[src/rtl/seq_comparator_pkg.sv]
// Shared types and result encodings for the sequential magnitude comparator.
package seq_comparator_pkg;

    typedef enum logic [1:0] {
        IDLE,
        SCAN,
        DONE
    } state_t;

    // Result encodings follow the {gt, eq, lt} output order.
    localparam logic [2:0] RES_GT   = 3'b100;
    localparam logic [2:0] RES_EQ   = 3'b010;
    localparam logic [2:0] RES_LT   = 3'b001;
    localparam logic [2:0] RES_NONE = 3'b000;

    function automatic logic [2:0] pack_res(input logic gt, input logic eq, input logic lt);
        return {gt, eq, lt};
    endfunction

endpackage

[src/rtl/seq_comparator_cmp_digit.sv]
// Combinational magnitude comparison of one DIGIT-wide digit pair.
module cmp_digit #(
    parameter int DIGIT = 2
) (
    input  logic [DIGIT-1:0] a,
    input  logic [DIGIT-1:0] b,
    output logic             gt,
    output logic             eq,
    output logic             lt
);

    always_comb begin
        gt = (a > b);
        eq = (a == b);
        lt = (a < b);
    end

endmodule

[src/rtl/seq_comparator.sv]
// Multi-cycle MSB-first magnitude comparator, DIGIT bits per clock, early exit.
// Build option: SEQ_COMPARATOR_SIGNED_EN selects two's-complement operands.
module seq_comparator
    import seq_comparator_pkg::*;
#(
    parameter int WIDTH = 8,
    parameter int DIGIT = 2
) (
    input  logic                             clk,
    input  logic                             rst,
    input  logic                             in_valid,
    output logic                             in_ready,
    input  logic [WIDTH-1:0]                 a,
    input  logic [WIDTH-1:0]                 b,
    output logic                             out_valid,
    input  logic                             out_ready,
    output logic                             a_gt_b,
    output logic                             a_eq_b,
    output logic                             a_lt_b,
    output logic [$clog2(WIDTH/DIGIT):0]     digits_used
);

    localparam int N  = WIDTH / DIGIT;
    localparam int CW = $clog2(N) + 1;

    state_t           state_q, state_d;
    logic [WIDTH-1:0] a_sh, b_sh;
    logic [WIDTH-1:0] cap_a, cap_b;
    logic [2:0]       cmp_q;
    logic             cmp_vld;
    logic [CW-1:0]    k_q;
    logic [2:0]       res_q;
    logic [CW-1:0]    dused_q;
    logic             d_gt, d_eq, d_lt;
    logic             last_digit;
    logic             decide;

`ifdef SEQ_COMPARATOR_SIGNED_EN
    // Flipping the sign bit maps two's-complement order onto unsigned order.
    always_comb begin
        cap_a = {~a[WIDTH-1], a[WIDTH-2:0]};
        cap_b = {~b[WIDTH-1], b[WIDTH-2:0]};
    end
`else
    always_comb begin
        cap_a = a;
        cap_b = b;
    end
`endif

    cmp_digit #(.DIGIT(DIGIT)) u_cmp_digit (
        .a  (a_sh[WIDTH-1 -: DIGIT]),
        .b  (b_sh[WIDTH-1 -: DIGIT]),
        .gt (d_gt),
        .eq (d_eq),
        .lt (d_lt)
    );

    always_comb begin
        last_digit = (k_q == CW'(N - 1));
        decide     = cmp_vld && ((cmp_q != RES_EQ) || last_digit);
    end

    always_comb begin
        state_d = state_q;
        case (state_q)
            IDLE:    if (in_valid) state_d = SCAN;
            SCAN:    if (decide) state_d = DONE;
            DONE:    if (out_ready) state_d = IDLE;
            default: state_d = IDLE;
        endcase
    end

    // The digit compare is registered: cmp_q holds the verdict for digit k_q,
    // while the shift registers already present digit k_q+1 to cmp_digit.
    always_ff @(posedge clk or posedge rst) begin
        if (rst) begin
            state_q <= IDLE;
            a_sh    <= '0;
            b_sh    <= '0;
            cmp_q   <= RES_NONE;
            cmp_vld <= 1'b0;
            k_q     <= '0;
            res_q   <= RES_NONE;
            dused_q <= '0;
        end else begin
            state_q <= state_d;
            case (state_q)
                IDLE: begin
                    if (in_valid) begin
                        a_sh    <= cap_a;
                        b_sh    <= cap_b;
                        k_q     <= '0;
                        cmp_vld <= 1'b0;
                    end
                end
                SCAN: begin
                    a_sh    <= a_sh << DIGIT;
                    b_sh    <= b_sh << DIGIT;
                    cmp_q   <= pack_res(d_gt, d_eq, d_lt);
                    cmp_vld <= 1'b1;
                    if (decide) begin
                        res_q   <= cmp_q;
                        dused_q <= k_q + CW'(1);
                    end else if (cmp_vld) begin
                        k_q <= k_q + CW'(1);
                    end
                end
                default: ;
            endcase
        end
    end

    always_comb begin
        in_ready                 = (state_q == IDLE);
        out_valid                = (state_q == DONE);
        {a_gt_b, a_eq_b, a_lt_b} = res_q;
        digits_used              = dused_q;
    end

endmodule

[config.mk]
export PLATFORM = sky130hd
export DESIGN_NAME = seq_comparator
export DESIGN_NICKNAME = d
export VERILOG_FILES = /design/src/rtl/seq_comparator_pkg.sv /design/src/rtl/seq_comparator_cmp_digit.sv /design/src/rtl/seq_comparator.sv
export SDC_FILE = /design/constraint.sdc
export NUM_CORES = 1
export LEC_CHECK = 0
export CELL_PAD_IN_SITES_DETAIL_PLACEMENT = 1
export CELL_PAD_IN_SITES_GLOBAL_PLACEMENT = 1
export CORE_MARGIN = 1
export CORE_UTILIZATION = 42
export DETAILED_ROUTE_END_ITERATION = 16
export HOLD_SLACK_MARGIN = 0.05
export PLACE_DENSITY = 0.82
export REMOVE_ABC_BUFFERS = 1
export SYNTH_ARGS = -nofsm -noshare
export SYNTH_HDL_FRONTEND = slang
export SYNTH_SLANG_ARGS = --single-unit
[constraint.sdc]
create_clock -name clk -period 3.6 [get_ports clk]
set_clock_uncertainty 0.15 [all_clocks]
set_input_delay 1.08 -clock clk [delete_from_list [all_inputs] [get_ports clk]]
set_output_delay 1.08 -clock clk [all_outputs]
set_load 0.05 [all_outputs]
## Word-level counts from Yosys, hierarchy flattened

Cells that the tools add are included.

| storage, ports and cells | value |
|---|---|
| register bits | 31 |
| output and inout port bits | 8 |
| logic and storage cells | 43 |

| cells by class | value |
|---|---|
| add/subtract/negate cells | 1 |
| $lt $le $gt $ge | 2 |
| equality and inequality tests | 10 |
| mux-type cells | 14 |
| reductions and logical operators | 8 |

Operator list:

| cell | count |
|---|---|
| case mux 8 bit (2 select lines) | 2 |
| two-way mux 8 bit | 2 |
| two-way mux 3 bit | 3 |
| inequality test 2 bit (second input constant) | 4 |
| two-way mux 2 bit | 3 |
| case mux 2 bit (3 select lines) | 1 |
| case mux 3 bit (2 select lines) | 1 |
| AND reduction 2 bit | 2 |
| AND reduction 4 bit | 1 |
| adder 3 x 1 -> 3 bit (second input constant) | 1 |
| equality test 3 x 2 -> 1 bit (second input constant) | 1 |
| inequality test 3 x 2 -> 1 bit (second input constant) | 1 |
| AND reduction 3 bit | 1 |
| equality test 2 x 1 -> 1 bit (second input constant) | 1 |
| equality test 2 bit | 1 |
| equality test 2 bit (second input constant) | 1 |
| greater-than comparator 2 bit | 1 |
| zero test 2 bit | 1 |
| less-than comparator 2 bit | 1 |
| inequality test 2 x 1 -> 1 bit (second input constant) | 1 |
| case mux 1 bit (2 select lines) | 1 |
| nonzero test 2 bit | 1 |
| logical AND 1 bit | 1 |
| logical OR 1 bit | 1 |
| two-way mux 1 bit | 1 |

## Longest topological paths before layout

| logic depth | value |
|---|---|
| word-level depth | 5 |
| mapped depth | 5 |
| mapped depth without buffers | 5 |

## Hierarchy

Synthesis repeated with hierarchy kept, for this count alone.

| second synthesis, totals | value |
|---|---|
| cell total of the unflattened synthesis | 146 |
| area, all modules | 1519.0 um2 |

Modules (own cells, without submodules):

| module | times used | cells each | area each (um2) |
|---|---|---|---|
| seq_comparator | 1 | 137 | 1456.4 |
| cmp_digit | 1 | 9 | 62.6 |

## Least setup slack after synthesis

Ideal clock, no wire load.

| path | value |
|---|---|
| path kind | register -> output |
| start | register state_q[0] |
| end | output port in_ready |
| arrival time | 1.419 ns |
| required time | 2.370 ns |
| setup slack | 0.951 ns |
| cell stages (with the launch flop) | 4 |
| path buffers | 2 |
| cells stage by stage | dfrtp_1 buf_2 buf_2 nor2_1 |

| between the ends | value |
|---|---|
| longest elaborated chain between the ends | 1 |

RTL lines:

| item | line | RTL |
|---|---|---|
| from (decl) | seq_comparator.sv:26 | `state_t state_q, state_d;` |
| from (signal assigned) | seq_comparator.sv:87 | `state_q <= state_d;` |
| zero test 2 bit | seq_comparator.sv:115 | `in_ready = (state_q == IDLE);` |
| to (decl) | seq_comparator.sv:12 | `output logic in_ready,` |

Every way passes these cells.

## Worst setup path after layout

| path | value |
|---|---|
| start | register state_q[1] |
| end | output port in_ready |

Same word-level chain as after synthesis.

==> results by stage <==
Layout:
- The most frequent standard cell in the layout excluding fill and tap cells is dfrtp_1.
- The post-layout net count is 194.
- Of the cells placed in the final design, the portion with a size suffix greater than 1 is 0.1053.
- Excluding fillers, the count of instances in the completed layout stands at 217.
- 0 antenna diodes ended up in the layout.
- For this run, the share of the core covered by cells in the final layout is 0.5606.
- The final-layout fill cell count is about 390.
- The synthesis-to-finish area growth is 27.13%.
- In the layout the commonest cells are dfrtp_1, clkdlybuf4s50_1, o21ai_0, nand2_1, a22oi_1.

Worst hold path:
- The worst hold-check path type is reg -> reg.

Placement:
- Once placement completed, the tool counted placed cells totaling 209.
- The number of port buffers is 27.
- The wire-length estimate of the detail-placed layout is 2.337 mm.
- The congestion estimate from routability-driven global placement came to 0.7537.

Yosys:
- In this run the mean area of a mapped cell was roughly 11 um^2.
- The netlist uses 29 different library cells.
- The area of the mapped netlist is 1471 um^2.
- Synthesis produced 139 cells.
- The register area share after synthesis is 0.5272.
- The number of storage elements in the synthesis netlist is 31.
- The Yosys step of the flow raised 0 warnings.
- The prevailing post-synth register cell is dfrtp_1.
- The count of flip-flops with a built-in enable after synthesis is 0.
- The fraction of registers with async set or reset after synthesis is 1.000.

STA:
- The clock period could shrink to a little over 3000 ps.
- The final clock period utilization by the worst path is 0.8512.
- The final-report hold violation count was 0.
- The actual transition at the worst max-transition pin is 657.8 ps.
- Setup repair after global routing left no endpoint under its margin.
- The final sum of negative setup slack is 0 ps.
- For this run, the top clock speed supported by timing is 326.3 MHz.
- Headroom to the max-slew limit came out at 0.5606.
- The final number of max-transition violations is 0.
- Setup violations remaining at the end of the flow were counted as 0.

Critical path:
- The data arrival time at the worst-slack endpoint is 1830 ps.
- STA puts the critical path data required time at ~2400 ps.
- The type of the worst setup path is reg -> out.
- The kind of launch point of the worst setup path is a flop.
- In this run the worst path has a maximum fanout of 20.
- The worst setup path is captured at an output port.

Floorplanning:
- The floorplan step defined a core boundary enclosing 3337 um^2.
- For this design the top-level I/O count stands at 28.
- For this configuration, the core starts out at a cell density of 0.4409.
- Row generation in the floorplan step produced 21 rows.
- The die is 61.19 um wide.
- The die boundary height is 61.19 um.
- The die footprint is 3744 um^2.

Power and ir drop:
- The worst vdd rail ir drop is 0.4139 mV.
- The analysis attributes to cell leakage a power of 0.0008447 uW.
- Dividing total power by cell area gives a power density of 828.4 nW/um^2.
- After layout, the design draws a total of between 1500 and 2000 uW.

Outcome:
- The run finished with clean final reports.

Drt:
- The total iterations of the first detailed-routing run is 2.
- The detail route stage leaves a number of antenna-violating nets equal to 0.
- The routed length per placed instance is 15.06 um.
- The sum of routed wire length over all layers is 3.269 mm.
- Dividing the detail-routed via count by the number of cells gives ~5.2.
- The DRC violation count after routing is 0.
- The number of design-rule violations left by the first detailed-router iteration is 20.
- The detailed router placed between 1000 and 1500 vias in this run.

Clocking:
- The CTS H-tree depth is 2.
- After clock tree synthesis, the setup repair step added 0 buffers.
- The total of hold buffers inserted after clock tree synthesis is 0.
- The longest clock path from root to sink contains 2 buffers.
- In this run, CTS created clock tree buffers numbering 5.
- The cell at the root of the clock tree is clkbuf_4.
- The clock latency reported for the late side of the worst-skew pair is 330 ps.
- The clock edge transition at the registers on the reported setup and hold paths is 90 ps.
- The CTS sink count is 31.
- TritonCTS built the clock tree.
- The count of instances resized after the clock tree is built is 0.

Global routing:
- The maximum number of pins on one net before global-route repair is 32.
- The global-route congestion overflow total is 0.
- The initial antenna violation count came to 0.
- The wire length of the first global-routing pass is 5.395 mm.
- In the global route stage, overall resource usage came out at 0.2042.
- The number of global-route vias before repair came to 1136.

Job:
- The tool flagged a number of max-cap violations equal to 0.
## worst max-delay path, stage by stage, from the launching register on
cell	delay [ps]
dfrtp_1	390
buf_4	200
nor2_1	100
clkdlybuf4s50_1	810
## layer usage
metal / global-route usage / vias to the layer above / wire length (um)
li1: - / 546 / -
met1: 0.2703 / 563 / 1523
met2: 0.3152 / 21 / 1583
met3: 0.04622 / 6 / 110
met4: 0.1039 / 0 / 52
met5: 0 / - / 0
## registers in the layout, indices dropped and copies added (netlist names)
signal / flops
a_sh: 8
b_sh: 8
cmp_q: 3
digits_used: 3
k_q: 3
res_q: 3
state_q: 2
cmp_vld: 1
## cell families after synthesis
family,count (synthesis),share of synthesized area
AOI/OAI and AO/OA,46,0.1930
DFF,31,0.5272
buffers and inverters,17,0.04676
adders and majority gates,4,0.03401
muxes,7,0.05357
and+or+nand+nor,34,0.1454
## layout make-up
type	count	area, um^2	area share
multi-input combinational	91	626.9	0.3351
tap	46	57.56	0.03077
clock buffer	8	68.82	0.03679
sequential	31	775.7	0.4147
inverter	9	33.78	0.01806
timing repair buffer	32	307.8	0.1645
## path summary, 6_finish.rpt
path / start / endpoint / slack, ps / cells past startpoint
hold / removal: a_sh[6] / a_sh[6] / 340 / 2
max in group asynchronous: rst / state_q[1] / 2040 / 3
min in group asynchronous: rst / res_q[1] / 970 / 3
hold reg to reg: a_sh[6] / a_sh[6] / 340 / 2
setup reg to reg: k_q[0] / res_q[0] / 1550 / 5
setup / recovery: state_q[1] / in_ready / 540 / 3
## synth_stat cells, types with 2 or more instances
| master | count | area share |
|---|---|---|
| o21ai_0 | 18 | 0.061 |
| mux2_1 | 2 | 0.015 |
| nor2b_1 | 10 | 0.043 |
| dfrtp_1 | 31 | 0.53 |
| buf_2 | 4 | 0.014 |
| a22o_1 | 3 | 0.018 |
| ha_1 | 4 | 0.034 |
| nand2_1 | 15 | 0.038 |
| a22oi_1 | 11 | 0.056 |
| o31ai_1 | 2 | 0.010 |
| a21oi_1 | 8 | 0.027 |
| clkbuf_1 | 4 | 0.010 |
| inv_1 | 9 | 0.023 |
| mux2i_1 | 3 | 0.020 |
## metrics by stage
step                      worst slack [ps]  cell area, um^2  hold slack (ps)
after floorplan                       1003             1436            299.8
after global placement               914.1             1802            315.0
after detailed placement             915.6             1802            328.1
after CTS                            529.2             1871            349.4
after global routing                 469.2             1871            373.6
final                                535.6             1871            341.0
## where the power goes
part | leakage [uW] | switching (uW) | internal [uW]
clock | 0.0000386 | 118 | 115
combinational | 0.000410 | 427 | 294
sequential | 0.000396 | 106 | 490
total | 0.000845 | 650 | 899
(Power assumes the default switching activity.)
